[src/rtl/riscv_pkg.sv]
// Shared RISC-V core constants and types: address width, reset vector, alignment.
package riscv_pkg;

    localparam int unsigned XLEN       = 32;
    localparam int unsigned ALIGN_BITS = 2;

    typedef logic [XLEN-1:0] addr_t;

    localparam addr_t RESET_VECTOR = 32'h0000_0000;

    // Instructions are 4-byte aligned; both low address bits must be zero.
    function automatic logic is_aligned(input addr_t addr);
        return addr[ALIGN_BITS-1:0] == ALIGN_BITS'(0);
    endfunction

endpackage

[src/rtl/program_counter.sv]
// Program counter register: loads the next-PC value every clock, synchronous reset.
// Optional misalignment flag and load check when PC_ALIGN_CHECK_EN is defined.
module program_counter
    import riscv_pkg::*;
#(
    parameter int unsigned      XLEN         = riscv_pkg::XLEN,
    parameter logic [XLEN-1:0]  RESET_VECTOR = XLEN'(riscv_pkg::RESET_VECTOR)
) (
    input  logic            clk,
    input  logic            a_reset_n,
    input  logic [XLEN-1:0] cmd_address_next,
`ifdef PC_ALIGN_CHECK_EN
    output logic            cmd_misaligned,
`endif
    output logic [XLEN-1:0] cmd_address_current
);

    // Reset wins over load; no enable, so holding requires re-presenting the value.
    always_ff @(posedge clk) begin
        if (!a_reset_n) begin
            cmd_address_current <= RESET_VECTOR;
        end else begin
            cmd_address_current <= cmd_address_next;
        end
    end

`ifdef PC_ALIGN_CHECK_EN
    // Flag tracks the value being loaded, so it lines up with cmd_address_current.
    always_ff @(posedge clk) begin
        if (!a_reset_n) begin
            cmd_misaligned <= 1'b0;
        end else begin
            cmd_misaligned <= (cmd_address_next[ALIGN_BITS-1:0] != ALIGN_BITS'(0));
        end
    end

    always_ff @(posedge clk) begin
        if (a_reset_n) begin
            assert (cmd_address_next[ALIGN_BITS-1:0] == ALIGN_BITS'(0))
            else $error("program_counter: misaligned load 0x%08h", cmd_address_next);
        end
    end
`endif

endmodule

[config.mk]
export PLATFORM = sky130hd
export DESIGN_NAME = program_counter
export DESIGN_NICKNAME = d
export VERILOG_FILES = /design/src/rtl/riscv_pkg.sv /design/src/rtl/program_counter.sv
export SDC_FILE = /design/constraint.sdc
export NUM_CORES = 1
export LEC_CHECK = 0
export ABC_CLOCK_PERIOD_IN_PS = 1200
export CORE_MARGIN = 2
export CORE_UTILIZATION = 35
export DETAILED_ROUTE_END_ITERATION = 8
export HOLD_SLACK_MARGIN = 0.03
export PLACE_DENSITY_LB_ADDON = 0.08
export SYNTH_ARGS = -nofsm -noshare
export SYNTH_HDL_FRONTEND = slang
export SYNTH_SLANG_ARGS = --single-unit
[constraint.sdc]
create_clock -name clk -period 1.2 [get_ports clk]
set_input_delay 0.18 -clock clk [delete_from_list [all_inputs] [get_ports clk]]
set_output_delay 0.18 -clock clk [all_outputs]
set_load 0.02 [all_outputs]
==> results of run 1 <==
[per-stage QoR]
| stage | instance area [sq um] | utilization | cells |
|---|---|---|---|
| 5_1_grt | 1610 | 0.657 | 169 |
| 3_3_place_gp | 1580 | 0.645 | 161 |
| 3_5_place_dp | 1580 | 0.645 | 161 |
| 2_1_floorplan | 896 | - | 67 |
| 4_1_cts | 1600 | 0.653 | 169 |
| 6_report | 1610 | 0.657 | 169 |
[power groups by stage]
stage	Sequential (W)	Combinational (W)	Clock [W]
2_1_floorplan	0.00123	0.0000545	0
3_3_place_gp	0.00116	0.000349	0
3_5_place_dp	0.00116	0.000354	0
4_1_cts	0.00113	0.000317	0.000631
5_1_grt	0.00114	0.000337	0.000680
6_report	0.00113	0.000314	0.000597
[synthesized netlist by cell type]
cell type and n:
clkbuf_2 3, dfxtp_1 32, and2_2 32
[kinds of logic after synthesis]
group / share of synthesized area
DFF: 0.715
and+or+nand+nor: 0.268
buffers and inverters: 0.0168
[what timing repair did]
item | CTS | global route
gates cloned | 0 | 0
setup endpoints to repair | 32 | 8
resized for setup | 33 | 8
[metal layers]
| layer | vias up | share of wire |
|---|---|---|
| met5 | - | 0 |
| met1 | 296 | 0.36 |
| li1 | 342 | - |
| met4 | 0 | 0.0082 |
| met3 | 2 | 0.11 |
| met2 | 36 | 0.53 |
[worst min path at each step]
stage                                         end  cells after the start
3_3_place_gp   cmd_address_current[30]$_SDFF_PN0_                      2
2_1_floorplan  cmd_address_current[29]$_SDFF_PN0_                      1
5_1_grt        cmd_address_current[30]$_SDFF_PN0_                      2
4_1_cts        cmd_address_current[30]$_SDFF_PN0_                      2
3_5_place_dp   cmd_address_current[30]$_SDFF_PN0_                      2
6_report       cmd_address_current[30]$_SDFF_PN0_                      2
[final cells by class]
cell class,count,area [sq um],area share
multi-input cells,32,240,0.149
clock buffers,8,58.8,0.0364
well taps,30,37.5,0.0233
repair buffers,67,637,0.395
flip-flops and latches,32,641,0.397
==> impl_metrics.yaml, run 1 <==
floorplan:
  dieWidth_um: 54.6
  core-area_sq_mm: 0.00245
  io_pins: 66
  die_h_um: 54.6
  dieArea_sq_mm: 0.00298
  rows: 18
  initial_core_util: 0.365
yosys:
  ys_seq_area_frac: 0.715
  synth-seq-cells: 32
  synth_area_per_cell_sq_um: 13.4
  synth_top_area_frac: 0.715
  synth_cell_types: 3
  syn_inst: 67
  ys_warn_count: 0
  synth_area_leaders: "dfxtp_1 (72%), and2_2 (27%), clkbuf_2 (1.7%)"
  syn_nets: 101
  synth_area_sq_um: 896
  yosysTopAreaCell: "dfxtp_1"
sta:
  setup_viol: 0
  slew_viol_final: 0
  tns_ps: 0
  tightestPinTransition_ps: 228
  finalCriticalPeriod_ps: 1140
  whs_ps: 455
  fmax_mhz: 875
  fin_crit_sh: 0.953
  hold_viol_final: 0
  worst_slack_ps: 56.7
  rsz0062_at_grt: "no"
  max-slew-margin-rel: 0.849
cts:
  clkSinkCount: 32
  clockBufferDepth: 2
  postCtsSetupBuffers: 0
  cts_tree: "done"
  clockRootBuffer: "clkbuf_4"
  htree_levels: 2
  clk_pin_slew_ps: 90
  hold_buffers: 0
  cts_buffers: 5
global_route:
  grt_pass1_wl_um: 2650
  overflow: 0
  grt_pass1_vias: 630
  grt_start_max_net_pins: 18
  grt_use_total: 0.137
  gr-usage-met1: 0.132
  antenna_found_initial: 0
  grtUsageMet3: 0.0710
  met2_usage: 0.220
  grt.busiest_layer: "met2"
critical_path:
  path_class: "register to primary output"
  cp_slowest_cell: "dlygate4sd2_1"
  crit_path_cell_trace: "dlygate4sd2_1"
  end_kind: "primary output"
  crit_buf_inv: 1
  critPathMaxFanout: 1
  required_ps: 1020
  max_stage_delay_ps: 340
  critPathLaunchType: "register"
  worstSetupEndpoint: "cmd_address_current[29]"
  critical-path-top-delay-family: "buffers and inverters"
  cp.arrival_ps: 960
  cp_num_cells: 1
  startpoint: "cmd_address_current[29]$_SDFF_PN0_"
place:
  dp_hpwl_um: 1430
  port_buffers: 65
  place_ws_ps: 93.3
  routabilityCongestion: 0.593
finish:
  final_common_cell: "clkdlybuf4s50_1"
  top_register: "cmd_address_current"
  area_delta_synth_final_pct: 80.2
  top_regs: "cmd_address_current: 32 flops"
  n_antenna_cell: 0
  finalNetCount: 172
  n_fill_cell: 221
  drive_above_1_share: 0.288
  mostFrequentLayoutCells: "clkdlybuf4s50_1 (33), and2_2 (32), dfxtp_1 (32), dlygate4sd2_1 (23), clkdlybuf4s15_1 (9)"
  largest_reg_flops: 32
pwr:
  irDropWorstVdd_v: 0.00115
  switching_share: 0.218
  p_leak_nw: 0.742
  p_int_w: 0.00160
  seqPwrFrac: 0.554
  power.switching_w: 0.000446
  p_total_w: 0.00204
  power_frac_clock: 0.292
  p_per_area_mw_per_mm2: 1270
  combinationalPowerShare: 0.154
drt:
  wire_per_inst_um: 10.8
  vias: 676
  totalWireLength_um: 1820
  ant_nets: 0
  drt-vias-per-instance: 4.00
  drtIter0Drc: 2
  drc: 0
  drt-pass1-iter-count: 2
run_status:
  status: "complete, no violations"
min_path:
  hold_path.class: "input port to register"
  hold_start: "cmd_address_next[30]"
flow_run:
  cap_violations: 0
(Power assumes the default switching activity.)
==> inputs of run 2 (changes only) <==
--- a/config.mk
+++ b/config.mk
@@ -10,6 +10,7 @@
 export CORE_UTILIZATION = 35
 export DETAILED_ROUTE_END_ITERATION = 8
 export HOLD_SLACK_MARGIN = 0.03
+export MAX_ROUTING_LAYER = met4
 export PLACE_DENSITY_LB_ADDON = 0.08
 export SYNTH_ARGS = -nofsm -noshare
 export SYNTH_HDL_FRONTEND = slang
==> run 2 against run 1 <==
Clock-buffer cell count unchanged. Fmax unchanged. Largest power group unchanged. Non-clock buffer count unchanged. Highest routed layer unchanged. Core utilization decreased by 0.10 points. Power about the same. Critical path depth unchanged. Largest cell class unchanged. Cell count unchanged. Clock power about the same. Sequential power about the same.
==> impl_metrics.yaml, run 2 (synthesized netlist as in run 1, its figures left out) <==
cts:
  postCtsSetupBuffers: 0
  hold_buffers: 0
  clk_pin_slew_ps: 90
  clockBufferDepth: 2
  cts_tree: "done"
  clkSinkCount: 32
  cts_buffers: 5
  clockRootBuffer: "clkbuf_4"
  htree_levels: 2
drt:
  ant_nets: 0
  drc: 0
  drtIter0Drc: 2
  drt-vias-per-instance: 3.99
  drt-pass1-iter-count: 2
  vias: 675
  totalWireLength_um: 1820
  wire_per_inst_um: 10.8
critical_path:
  critPathLaunchType: "register"
  critical-path-top-delay-family: "buffers and inverters"
  crit_path_cell_trace: "dlygate4sd2_1"
  crit_buf_inv: 1
  end_kind: "primary output"
  required_ps: 1020
  cp.arrival_ps: 960
  path_class: "register to primary output"
  max_stage_delay_ps: 340
  cp_slowest_cell: "dlygate4sd2_1"
  critPathMaxFanout: 1
global_route:
  grt_use_total: 0.140
  overflow: 0
  antenna_found_initial: 0
  grt_start_max_net_pins: 18
  grt_pass1_wl_um: 2640
  grt_pass1_vias: 630
finish:
  largest_reg_flops: 32
  drive_above_1_share: 0.288
  area_delta_synth_final_pct: 79.9
  top_regs: "cmd_address_current: 32 flops"
  n_antenna_cell: 0
  finalNetCount: 172
  final_cells: 169
  top_register: "cmd_address_current"
  mostFrequentLayoutCells: "clkdlybuf4s50_1 (33), and2_2 (32), dfxtp_1 (32), dlygate4sd2_1 (25), clkdlybuf4s15_1 (7)"
  register_area_sq_um: 641
  multi_input_area_sq_um: 240
  final_common_cell: "clkdlybuf4s50_1"
  n_fill_cell: 223
  fin_area_sq_mm: 0.00161
place:
  dp_hpwl_um: 1430
  place_ws_ps: 93.3
  port_buffers: 65
  dp.cells: 161
  routabilityCongestion: 0.597
  dpl_cell_area_sq_mm: 0.00158
min_path:
  hold_path.class: "input port to register"
  hold_depth: 2
  holdPathEnd: "cmd_address_current[30]$_SDFF_PN0_"
  hold_start: "cmd_address_next[30]"
floorplan:
  io_pins: 66
  initial_core_util: 0.365
  dieArea_sq_mm: 0.00298
  rows: 18
  die_h_um: 54.6
  core-area_sq_mm: 0.00245
  dieWidth_um: 54.6
sta:
  tns_ps: 0
  max-slew-margin-rel: 0.849
  worst_slack_ps: 56.7
  tightestPinTransition_ps: 228
  slew_viol_final: 0
  rsz0062_at_grt: "no"
  setup_viol: 0
  fmax_mhz: 875
  finalCriticalPeriod_ps: 1140
  fin_crit_sh: 0.953
  hold_viol_final: 0
pwr:
  p_per_area_mw_per_mm2: 1270
  irDropWorstVdd_v: 0.00115
  p_leak_nw: 0.747
run_status:
  status: "complete, no violations"
flow_run:
  cap_violations: 0
## run 2: changes by cell type in the layout (fill, tap and decap cells not counted), sizes merged
| cell | change |
|---|---|
| dlygate4sd2 | +2 |
| clkdlybuf4s15 | -2 |
## run 2: repair_timing
| action | in CTS | in global routing |
|---|---|---|
| endpoints found under the hold margin | 0 | 0 |
| gates resized for setup | 33 | 6 |
| setup endpoints to repair | 32 | 6 |
## run 2: final cells by class
type / count / share of cell area
flip-flops and latches: 32 / 0.398
well taps: 30 / 0.0233
multi-input cells: 32 / 0.149
clock buffers: 8 / 0.0365
repair buffers: 67 / 0.394
## run 2: how the worst max path moves through the flow
stage	from	end	slack, ps	cells after the start
4_1_cts	cmd_address_current[24]$_SDFF_PN0_	cmd_address_current[24]	10	1
2_1_floorplan	a_reset_n	cmd_address_current[0]$_SDFF_PN0_	620	2
5_1_grt	cmd_address_current[1]$_SDFF_PN0_	cmd_address_current[1]	0.2	1
3_5_place_dp	cmd_address_current[20]$_SDFF_PN0_	cmd_address_current[20]	90	1
3_3_place_gp	a_reset_n	cmd_address_current[30]$_SDFF_PN0_	120	3
6_report	cmd_address_current[29]$_SDFF_PN0_	cmd_address_current[29]	60	1
## run 2: through the flow
| step | utilization | hold slack [ps] | power (W) |
|---|---|---|---|
| floorplan | - | 316 | 0.00129 |
| global placement | 0.645 | 772 | 0.00150 |
| detailed placement | 0.645 | 776 | 0.00151 |
| CTS | 0.653 | 430 | 0.00208 |
| global route | 0.656 | 431 | 0.00215 |
| finish | 0.656 | 455 | 0.00204 |
## run 2: report_power, final
group	internal, W	leakage [nW]	switching, W	total [W]
combinational	0.000188	0.447	0.000125	0.000313
sequential	0.00112	0.267	0.0000128	0.00113
clock	0.000289	0.0326	0.000308	0.000596
## run 2: layer usage
metal,vias up,routed length (um),track usage
li1,341,-,-
met1,296,659,0.134
met2,36,964,0.220
met3,2,184,0.0656
met4,0,15,0.100
met5,-,0,-
